$ cat src/rtl/voter_seq.sv
// Timed ballot voter: latches each voter's first valid yes/no vote during a window,
// then tallies against a selectable pass rule and holds the result until the next ballot.
module voter_seq #(
    parameter int unsigned N_VOTERS = 7,
    parameter int unsigned WINDOW   = 1000,
    parameter int unsigned TW       = 16,
    localparam int unsigned CW      = $clog2(N_VOTERS + 1)
) (
    input  logic                clk,
    input  logic                rst_n,
    input  logic                start,
    input  logic [1:0]          mode,
    input  logic [N_VOTERS-1:0] vote_yes,
    input  logic [N_VOTERS-1:0] vote_no,
    output logic                busy,
    output logic                done,
    output logic                pass,
    output logic [CW-1:0]       yes_cnt,
    output logic [CW-1:0]       no_cnt,
    output logic [CW-1:0]       abstain_cnt
);

    localparam int unsigned PW = CW + 2;

    typedef enum logic [1:0] {
        IDLE   = 2'd0,
        VOTING = 2'd1,
        TALLY  = 2'd2,
        RESULT = 2'd3
    } state_t;

    state_t                state_q, state_d;
    logic [TW-1:0]         timer_q, timer_d;
    logic [N_VOTERS-1:0]   voted_q, voted_d;
    logic [N_VOTERS-1:0]   ballot_q, ballot_d;
    logic [1:0]            mode_q, mode_d;
    logic                  busy_d, done_d, pass_d;
    logic [CW-1:0]         yes_d, no_d, abstain_d;

    logic [N_VOTERS-1:0]   valid_c;
    logic [N_VOTERS-1:0]   voted_upd_c;
    logic [N_VOTERS-1:0]   ballot_upd_c;
    logic [CW-1:0]         yes_sum_c, no_sum_c;
    logic                  rule_c;

    // Exactly one of yes/no from a voter who has not yet voted is a valid vote
    always_comb begin
        valid_c      = (vote_yes ^ vote_no) & ~voted_q;
        voted_upd_c  = voted_q | valid_c;
        ballot_upd_c = (ballot_q & ~valid_c) | (valid_c & vote_yes);
    end

    // Popcount of recorded ballots
    always_comb begin
        yes_sum_c = '0;
        no_sum_c  = '0;
        for (int i = 0; i < N_VOTERS; i++) begin
            yes_sum_c = yes_sum_c + CW'(voted_q[i] & ballot_q[i]);
            no_sum_c  = no_sum_c + CW'(voted_q[i] & ~ballot_q[i]);
        end
    end

    // Pass rule evaluated on the latched mode, widened so 3*yes cannot wrap
    always_comb begin
        rule_c = 1'b0;
        case (mode_q)
            2'd0: rule_c = yes_sum_c > no_sum_c;
            2'd1: rule_c = (PW'(2) * PW'(yes_sum_c)) > PW'(N_VOTERS);
            2'd2: rule_c = (PW'(3) * PW'(yes_sum_c)) >= (PW'(2) * PW'(N_VOTERS));
            2'd3: rule_c = yes_sum_c == CW'(N_VOTERS);
        endcase
    end

    // Next-state and next-output logic
    always_comb begin
        state_d   = state_q;
        timer_d   = timer_q;
        voted_d   = voted_q;
        ballot_d  = ballot_q;
        mode_d    = mode_q;
        done_d    = 1'b0;
        pass_d    = pass;
        yes_d     = yes_cnt;
        no_d      = no_cnt;
        abstain_d = abstain_cnt;

        case (state_q)
            IDLE, RESULT: begin
                if (start) begin
                    state_d   = VOTING;
                    timer_d   = '0;
                    voted_d   = '0;
                    ballot_d  = '0;
                    mode_d    = mode;
                    pass_d    = 1'b0;
                    yes_d     = '0;
                    no_d      = '0;
                    abstain_d = '0;
                end
            end
            VOTING: begin
                voted_d  = voted_upd_c;
                ballot_d = ballot_upd_c;
                timer_d  = timer_q + TW'(1);
                if ((timer_q == TW'(WINDOW - 1)) || (&voted_upd_c)) begin
                    state_d = TALLY;
                end
            end
            TALLY: begin
                state_d   = RESULT;
                done_d    = 1'b1;
                pass_d    = rule_c;
                yes_d     = yes_sum_c;
                no_d      = no_sum_c;
                abstain_d = CW'(N_VOTERS) - yes_sum_c - no_sum_c;
            end
            default: state_d = IDLE;
        endcase

        busy_d = (state_d == VOTING) || (state_d == TALLY);
    end

    // State and output registers
    always_ff @(posedge clk) begin
        if (!rst_n) begin
            state_q     <= IDLE;
            timer_q     <= '0;
            voted_q     <= '0;
            ballot_q    <= '0;
            mode_q      <= '0;
            busy        <= 1'b0;
            done        <= 1'b0;
            pass        <= 1'b0;
            yes_cnt     <= '0;
            no_cnt      <= '0;
            abstain_cnt <= '0;
        end else begin
            state_q     <= state_d;
            timer_q     <= timer_d;
            voted_q     <= voted_d;
            ballot_q    <= ballot_d;
            mode_q      <= mode_d;
            busy        <= busy_d;
            done        <= done_d;
            pass        <= pass_d;
            yes_cnt     <= yes_d;
            no_cnt      <= no_d;
            abstain_cnt <= abstain_d;
        end
    end

endmodule

$ cat config.mk
export PLATFORM = sky130hd
export DESIGN_NAME = voter_seq
export DESIGN_NICKNAME = d
export VERILOG_FILES = /design/src/rtl/voter_seq.sv
export SDC_FILE = /design/constraint.sdc
export NUM_CORES = 1
export LEC_CHECK = 0
export ABC_AREA = 1
export CAP_MARGIN = 20
export CORE_MARGIN = 3
export CORE_UTILIZATION = 62
export CTS_BUF_LIST = sky130_fd_sc_hd__clkbuf_4 sky130_fd_sc_hd__clkbuf_8
export CTS_CLUSTER_SIZE = 28
export DETAILED_ROUTE_END_ITERATION = 10
export PLACE_DENSITY = 0.91
export SKIP_CTS_REPAIR_TIMING = 1
export SYNTH_ARGS = -nofsm -noshare
export SYNTH_HDL_FRONTEND = slang
export SYNTH_SLANG_ARGS = --single-unit
$ cat constraint.sdc
create_clock -name clk -period 5.8 [get_ports clk]
set_input_delay 0.87 -clock clk [delete_from_list [all_inputs] [get_ports clk]]
set_output_delay 0.87 -clock clk [all_outputs]
set_load 0.01 [all_outputs]
Word-level counts from Yosys, hierarchy flattened
Cells that the tools add are included.
W data, S select, Z words.
{ "op_classes": {"order_cmp": 3, "n_bitwise": 29, "multipliers": 1, "n_addsub": 15, "mux": 16, "n_eq_ne": 11, "n_reduce_logical": 11} }
{ "ops": {"columns": ["op", "count"], "rows": [
  ["$pmux W16 S2", 1],
  ["$pmux W7 S2", 2],
  ["$and A1 B3 Y3", 7],
  ["$and A7 B7 Y7", 3],
  ["$not A1 Y3", 7],
  ["$add A3 B3 Y3", 6],
  ["$pmux W3 S2", 3],
  ["$add A16 B1 Y16 const B", 1],
  ["$eq A16 B10 Y1 const B", 1],
  ["$mux W16", 1],
  ["$not A7 Y7", 2],
  ["$or A7 B7 Y7", 2],
  ["$add A3 B1 Y3", 4],
  ["$eq A2 B2 Y1 const B", 5],
  ["$and A1 B1 Y1", 7],
  ["$mux W7", 1],
  ["$reduce_and A7 Y1", 1],
  ["$xor A7 B7 Y7", 1],
  ["$eq A2 B1 Y1 const B", 3],
  ["$pmux W2 S3", 1],
  ["$reduce_and A2 Y1", 3],
  ["$ge A5 B4 Y1 const B", 1],
  ["$mul A2 B3 Y5 const A", 1],
  ["$gt A4 B3 Y1 const B", 1],
  ["other kinds (16)", 21]
]} }
{ "word_totals": {"reg_bits": 46} }

Longest topological paths before layout
Gate-level depths: netlist of the first run.
{ "logic_depth": {"depth_word": 11, "depth_mapped": 15} }

Least setup slack after synthesis of the first run
Ideal clock, no wire load.
{ "synth_path": {"path_type": "flip-flop to flip-flop", "start": "reg voted_q[0]", "end": "reg pass", "t_required_ns": 5.668, "t_arrival_ns": 3.472, "path_stages_with_launch": 15, "n_path_buf": 0, "path_slack_ns": 2.196, "setup_time_ns": 0.132, "cell_sequence": "dfxtp_1 -> nand2_1 -> inv_1 -> fa_1 -> fa_1 -> fa_1 -> fa_1 -> ha_1 -> inv_1 -> fa_1 -> a21oi_1 -> a21oi_1 -> nand2_1 -> nand4_1 -> a21oi_1"} }
{ "synth_via": {"elab_chain_len": 11} }
{ "synth_rtl": {"columns": ["item", "line_no", "rtl"], "rows": [
  ["start: declaration", "34", "logic [N_VOTERS-1:0] voted_q, voted_d;"],
  ["start signal: assignment", "140", "voted_q <= voted_d;"],
  ["$and A1 B1 Y1", "58", "yes_sum_c = yes_sum_c + CW'(voted_q[i] & ballot_q[i]);"],
  ["$add A1 B1 Y2", "58", null],
  ["$add A2 B1 Y3", "58", null],
  ["$add A3 B1 Y3 (4 in a row)", "58", null],
  ["$mul A2 B3 Y5", "69", "2'd2: rule_c = (PW'(3) * PW'(yes_sum_c)) >= (PW'(2) * PW'(N_VOTERS));"],
  ["$ge A5 B4 Y1", "69", null],
  ["$pmux W1 S4 (*)", "66", "case (mode_q)"],
  ["$pmux W1 S2 (*)", "87", "case (state_q)"],
  ["end signal: assignment", "145", "pass <= pass_d;"],
  ["end: declaration", "17", "output logic pass,"]
]} }
Every way passes the cells marked *; elsewhere a longest branch is shown, timed or not.
A chain may end at the register's enable or synchronous reset.

Worst setup path in the final report of the first run
{ "layout_path": {"start": "reg ballot_q[3]", "end": "reg pass"} }
{ "layout_via": {"elab_chain_len": 9} }
{ "layout_rtl": {"columns": ["item", "line_no", "rtl"], "rows": [
  ["start: declaration", "35", "logic [N_VOTERS-1:0] ballot_q, ballot_d;"],
  ["start signal: assignment", "141", "ballot_q <= ballot_d;"],
  ["$and A1 B1 Y1 / $not A1 Y3 (equally long branches)", "58, 59", null],
  ["$add A3 B1 Y3 / $and A1 B3 Y3 (equally long branches)", "58, 59", null],
  ["$add A3 B1 Y3 / $add A3 B3 Y3 (equally long branches) (3 in a row)", "58, 59", null],
  ["$mul A2 B3 Y5 / $add A3 B3 Y3 (equally long branches)", "69, 59", null],
  ["$ge A5 B4 Y1 / $gt A3 B3 Y1 (equally long branches)", "69, 67", null],
  ["$pmux W1 S4 (*)", "66", null],
  ["$pmux W1 S2 (*)", "87", null]
]} }
Marked as above.

==> out/results.tsv, run 1 <==
stage	metric	value	unit
timing	Final Hold Vio Count	0	
synthesis	Synth area leader	dfxtp_1	
routing	DR vias/cell	5.48	
synthesis	Syn Inst Count	374	
timing	Slew @ Worst Pin	0.561	ns
critical_path	Worst setup SP type	flop	
routing	DR pass1 iterations	6	
timing	clk_skew	0.00503	ns
floorplan	Die X	71.5	microns
pwr	Lkg Pwr	0.00137	uW
pwr	PwrDens	340	nW/um^2
routing	Post-Route WL	6.15	mm
pwr	Max VDD drop	0.257	mV
synthesis	synth unique cells	36	
routing	routed vias	2509	
critical_path	crit end category	flop	
synthesis	#FFs+latches synth	46	
clock_network	worst-skew pair later-pin latency	0.30	ns
critical_path	critical path cell sequence	nand2_1 -> inv_1 -> fa_1 -> fa_1 -> fa_1 -> fa_1 -> inv_1 -> fa_1 -> nor2_1 -> nor2_1 -> a21oi_1 -> nand2_1 -> nand4_1 -> a21oi_1	
floorplan	Core Region	4090	sq um
clock_network	largest buffer count on any clock path	2	
placed_design	Final HPWL DP	4.26	mm
timing	final setup fails	0	
synthesis	Syn Area/Cell	7.12	sq um
cells_and_area	n_diodes	0	
timing	Max Transition Viols Final	0	
timing	final cycle utilization of the critical path	0.688	
synthesis	top cells by area, synth	dfxtp_1 (35%), nand2_1 (13%), inv_1 (9.0%)	
flow_run	max-cap check violation count	0	
routing	WL/cell	13.4	microns
placed_design	pre-CTS setup slack	1.94	ns
critical_path	Critical Path Most Common Cell	fa_1	
critical_path	critical path type	reg -> reg	
grt	vias in the first global route	2379	
critical_path	worst endpoint required time	5.98	ns
placed_design	RePlAce Congestion	0.806	
floorplan	Die H	71.5	microns
clock_network	clk sinks	46	
clock_network	H-tree depth	2	
timing	Max Clk Rate	251	MHz
outcome	outcome	complete, no violations	
grt	number of antenna violations at the first check in global routing	0	
critical_path	crit path max fanout	6	
timing	RSZ-0062 raised after global routing	false	
placed_design	Port Buf Inserts	30	
routing	DRT iter0 DRCs	135	
synthesis	sequential share of the synthesized area	0.346	
clock_network	Root Buffer	clkbuf_8	
synthesis	syn nets	415	
timing	Max-Slew Margin vs Limit	0.624	
cells_and_area	Final #Nets	448	
clock_network	Num CTS Buffers	5	
clock_network	CTS tree	built	
synthesis	synthesized area	2660	sq um
cells_and_area	share of layout cells above drive strength 1	0.0588	
timing	Final WS setup	1.81	ns
cells_and_area	area delta synth->final	18.4	%
timing	TNS Setup	0	ns
grt	gr ovfl total	0	
floorplan	full die area	5120	sq um
critical_path	CP max stage delay	0.62	ns
synthesis	Yosys Warn Count	0	
floorplan	initial cell density of the core	0.652	
routing	ANT nets after route	0	
min_path	Hold WC Path Type	reg -> reg	
clock_network	Clk pin slew, worst setup/hold paths	0.09	ns
floorplan	Rows	23	
critical_path	slowest CP cell	fa_1	
synthesis	Yosys top cell area share	0.346	
timing	Tmin final	3.99	ns
grt	gr usage total	0.245	
routing	# DRC	0	
grt	largest net degree at the start of global routing	19	
floorplan	I/O pin cnt	31	
grt	first-pass GRT wire length	10.0	mm
critical_path	Worst EP arrival	4.17	ns
worst max-delay path: cells and delay by family (launching register included):
| family | cells | cell delay (ns) |
|---|---|---|
| adder cells (fa/ha/maj) | 5 | 2.50 |
| AO/OA/AOI/OAI | 2 | 0.24 |
| AND/OR/NAND/NOR | 5 | 0.49 |
| flip-flops | 1 | 0.40 |
| buffers and inverters | 2 | 0.24 |
per-stage QoR:
step | cell area (sq um) | hold slack [ns] | utilization | std cells | power, uW
after floorplan | 2660 | 0.423 | - | 374 | 659
after CTS | 3150 | 0.466 | 0.772 | 458 | 1070
after detailed placement | 3010 | 0.453 | 0.737 | 450 | 766
after global routing | 3150 | 0.488 | 0.772 | 458 | 1140
after global placement | 3010 | 0.437 | 0.737 | 450 | 753
final | 3150 | 0.464 | 0.772 | 458 | 1070
power breakdown:
| group | total [uW] | switching [uW] | leakage (uW) | internal [uW] |
|---|---|---|---|---|
| Clock | 292 | 108 | 0.0000714 | 184 |
| Combinational | 402 | 265 | 0.000924 | 138 |
| Sequential | 378 | 26.1 | 0.000373 | 351 |
synth_stat cells (all sizes together):
cell type and count:
nor2 31, nor3b 1, a2111oi 1, nand2 94, o311ai 1, nand4 3
a31oi 1, clkinv 3, nand3 19, o21ai 17, dfxtp 46, a21oi 46
o21a 1, clkbuf 3, buf 1, o211ai 4, or2 4, mux2 2
ha 12, xnor2 1, nand3b 1, a211oi 2, nor3 4, fa 10
inv 66
cell usage in the layout, fill, tap and decap left out, drive strengths merged:
| cell | instances |
|---|---|
| nand2 | 94 |
| clkdlybuf4s50 | 30 |
| clkinv | 3 |
| clkbuf | 6 |
| fa | 10 |
| nand4 | 3 |
| o211ai | 4 |
| a211oi | 2 |
| o21ai | 17 |
| nand3 | 19 |
| a21oi | 46 |
| a2111oi | 1 |
| ha | 12 |
| nor3 | 4 |
| or2 | 4 |
| nand3b | 1 |
| inv | 66 |
| bufinv | 2 |
| nor3b | 1 |
| a31oi | 1 |
| xnor2 | 1 |
| o21a | 1 |
| o311ai | 1 |
| dfxtp | 46 |
| mux2 | 2 |
| nor2 | 31 |
layout make-up:
| cell class | count | area, sq um |
|---|---|---|
| multi-input combinational | 255 | 1470 |
| fill | 305 | 933 |
| sequential | 46 | 921 |
| timing repair buffer | 30 | 300 |
| inverter | 69 | 262 |
| clock buffer | 6 | 82.6 |
| tap | 50 | 62.6 |
| clock inverter | 2 | 60.1 |
state kept, by name, summed over array words and instances (netlist names), 2 cells and up:
name	cells
no_cnt	3
abstain_cnt	3
ballot_q	7
voted_q	7
state_q	2
timer_q	16
yes_cnt	3
mode_q	2
worst paths after layout:
| kind | startpoint | to | slack (ns) | depth (start not counted) |
|---|---|---|---|---|
| setup / recovery | ballot_q[3] | pass | 1.81 | 14 |
| hold / removal | no_cnt[0] | no_cnt[0] | 0.46 | 2 |
| setup reg to reg | ballot_q[3] | pass | 1.81 | 14 |
| hold reg to reg | no_cnt[0] | no_cnt[0] | 0.46 | 2 |
routing by layer:
metal / GRT usage / wire, microns / part of all wire
met1: 0.286 / 2610 / 0.42
met2: 0.437 / 3060 / 0.50
met3: 0.0435 / 350 / 0.057
met4: 0.111 / 127 / 0.021
met5: 0 / 0 / 0
kinds of logic (layout without fill, tap and decap cells):
family	after synthesis	in the layout	synth area share
AO/OA/AOI/OAI	73	73	0.150
XOR/XNOR	1	1	0.00329
adder cells (fa/ha/maj)	22	22	0.132
buffers and inverters	73	107	0.104
flip-flops	46	46	0.346
multiplexers	2	2	0.00845
AND/OR/NAND/NOR	157	157	0.257
Note: power is estimated with default switching activity, not from simulation.
==> run 2: changes to the inputs <==
--- a/config.mk
+++ b/config.mk
@@ -8,11 +8,11 @@
 export ABC_AREA = 1
 export CAP_MARGIN = 20
 export CORE_MARGIN = 3
-export CORE_UTILIZATION = 62
+export CORE_UTILIZATION = 52
 export CTS_BUF_LIST = sky130_fd_sc_hd__clkbuf_4 sky130_fd_sc_hd__clkbuf_8
 export CTS_CLUSTER_SIZE = 28
 export DETAILED_ROUTE_END_ITERATION = 10
-export PLACE_DENSITY = 0.91
+export PLACE_DENSITY = 0.82
 export SKIP_CTS_REPAIR_TIMING = 1
 export SYNTH_ARGS = -nofsm -noshare
 export SYNTH_HDL_FRONTEND = slang
==> constraint.sdc (replaced) <==
create_clock -name clk -period 3.6 [get_ports clk]
set_input_delay 0.54 -clock clk [delete_from_list [all_inputs] [get_ports clk]]
set_output_delay 0.54 -clock clk [all_outputs]
set_load 0.01 [all_outputs]
==> run 2 against run 1 <==
Against the previous run:
- via count shrank 3.0%
- worst hold slack lost 0.0040 ns
- wire length shrank 4.3%
- die area grew 18%
- highest routed layer unchanged
- clock power grew 16%
- cell count grew 6.1%
- sequential share of layout area shrank 0.80 points
- register-to-register slack lost 1.8 ns
- largest cell class unchanged
- maximum frequency grew 11%
==> out/results.tsv, run 2 (synthesized netlist as in run 1, its figures left out) <==
stage	metric	value	unit
outcome	outcome	complete, no violations	
placed_design	pre-CTS setup slack	-0.0833	ns
placed_design	Port Buf Inserts	30	
clock_network	Num CTS Buffers	5	
grt	vias in the first global route	2294	
cells_and_area	area delta synth->final	22.0	%
timing	final setup fails	0	
routing	Post-Route WL	5.88	mm
grt	first-pass GRT wire length	9.83	mm
clock_network	Root Buffer	clkbuf_8	
floorplan	Core Region	4850	sq um
routing	# DRC	0	
pwr	Switching Share	0.396	
pwr	register share of total power	0.376	
cells_and_area	max reg flops	16	
timing	Final Hold Vio Count	0	
critical_path	crit path max fanout	3	
timing	RSZ-0062 raised after global routing	true	
placed_design	Final HPWL DP	4.28	mm
pwr	Pint	973	uW
pwr	Logic pwr share	0.414	
critical_path	RR Startpoint	voted_q[3]	
timing	clk_skew	0.0124	ns
grt	largest net degree at the start of global routing	19	
clock_network	clk sinks	46	
timing	worst hold slack	0.460	ns
timing	Final WS setup	0.00113	ns
routing	routed vias	2434	
clock_network	largest buffer count on any clock path	2	
cells_and_area	Final #Nets	459	
routing	DRT iter0 DRCs	124	
floorplan	I/O pin cnt	31	
grt	gr usage total	0.201	
timing	Max-Slew Margin vs Limit	0.610	
critical_path	Worst EP arrival	3.79	ns
cells_and_area	n_diodes	0	
pwr	PwrDens	495	nW/um^2
min_path	hold_sp	timer_q[8]	
routing	DR pass1 iterations	4	
cells_and_area	most common cell after layout, fill and taps aside	nand2_1	
floorplan	Die X	77.6	microns
routing	WL/cell	12.1	microns
timing	Max Clk Rate	278	MHz
critical_path	Reg2Reg Capture Point	pass	
clock_network	CTS tree	built	
timing	Max Transition Viols Final	0	
floorplan	Die H	77.6	microns
cells_and_area	share of layout cells above drive strength 1	0.119	
grt	gr ovfl total	0	
clock_network	Clk pin slew, worst setup/hold paths	0.09	ns
critical_path	reg2reg setup slack	0.001	ns
floorplan	Rows	25	
min_path	hold path depth	1	
grt	number of antenna violations at the first check in global routing	0	
clock_network	H-tree depth	2	
placed_design	RePlAce Congestion	0.786	
floorplan	initial cell density of the core	0.549	
cells_and_area	Top reg by flops	timer_q	
pwr	sw power	637	uW
clock_network	worst-skew pair later-pin latency	0.31	ns
routing	DR vias/cell	5.01	
cells_and_area	most frequent cells in the layout	nand2_1 (91), inv_1 (61), dfxtp_1 (44), a21oi_1 (42), clkdlybuf4s50_1 (30)	
critical_path	crit end category	flop	
pwr	Lkg Pwr	0.00139	uW
critical_path	worst endpoint required time	3.79	ns
min_path	hold path endpoint	timer_q[8]	
routing	ANT nets after route	0	
min_path	Hold WC Path Type	reg -> reg	
flow_run	max-cap check violation count	0	
timing	final cycle utilization of the critical path	1.00	
pwr	proportion of power drawn by the clock network	0.211	
cells_and_area	Largest regs	timer_q: 16 flops, ballot_q: 7 flops, voted_q: 7 flops	
pwr	Max VDD drop	0.271	mV
timing	Slew @ Worst Pin	0.585	ns
critical_path	r2r worst-path depth	14	
timing	Tmin final	3.60	ns
floorplan	full die area	6020	sq um
critical_path	Worst setup SP type	flop	
critical_path	critical path type	reg -> reg	
[run 2: changes by cell type in the layout (fill, tap and decap cells not counted), moves of 3 or more]
cell and delta:
fa_1 -5, inv_2 +3, fa_2 +5, a21oi_1 -3, inv_1 -3, buf_4 +11
a21oi_2 +3
[run 2: power by group through the flow]
stage / clock (uW) / sequential, uW / combinational, uW
finish: 339 / 605 / 666
global route: 368 / 614 / 761
CTS: 345 / 603 / 637
detailed placement: 0 / 614 / 633
global placement: 0 / 611 / 611
floorplan: 0 / 616 / 445
[run 2: worst max-delay path: stages (launching register included)]
cell     delay [ns]
dfxtp_2        0.35
nand2_2        0.07
inv_2          0.04
fa_1           0.55
fa_1           0.44
fa_2           0.37
fa_2           0.60
ha_4           0.14
inv_2          0.04
fa_2           0.52
a21oi_2        0.03
a21oi_1        0.12
nand2_1        0.06
nand4_1        0.09
a21oi_2        0.06
[run 2: layout make-up]
cell class | count | area, sq um
clock buffers | 6 | 82.6
repair buffers | 41 | 383
multi-input cells | 255 | 1500
inverters | 69 | 262
flip-flops and latches | 46 | 923
well taps | 67 | 83.8
clock inverters | 2 | 12.5
fillers | 417 | 1600
[run 2: routing by layer]
layer | share of wire | global-route usage | vias up | wire length [microns]
li1 | - | - | 1273 | -
met1 | 0.44 | 0.242 | 1086 | 2560
met2 | 0.49 | 0.345 | 62 | 2890
met3 | 0.052 | 0.0383 | 13 | 307
met4 | 0.020 | 0.0890 | 0 | 120
met5 | 0 | 0 | - | 0
[run 2: metrics by stage]
| step | instances | cell area (sq um) | setup TNS, ns | utilization | total power, uW |
|---|---|---|---|---|---|
| after floorplan | 374 | 2670 | 0 | - | 1060 |
| after global placement | 476 | 3100 | 0 | 0.640 | 1220 |
| after detailed placement | 476 | 3100 | -0.0918 | 0.640 | 1250 |
| after CTS | 484 | 3200 | -0.113 | 0.659 | 1590 |
| after global routing | 486 | 3250 | -0.185 | 0.670 | 1740 |
| final | 486 | 3250 | 0 | 0.670 | 1610 |
[run 2: how the worst max path moves through the flow]
stage	from	to	cells after the start
6_report	voted_q[3]	pass	14
5_1_grt	voted_q[3]	pass	14
4_1_cts	voted_q[0]	pass	16
3_5_place_dp	voted_q[0]	pass	15
3_3_place_gp	voted_q[0]	pass	14
2_1_floorplan	voted_q[0]	pass	14
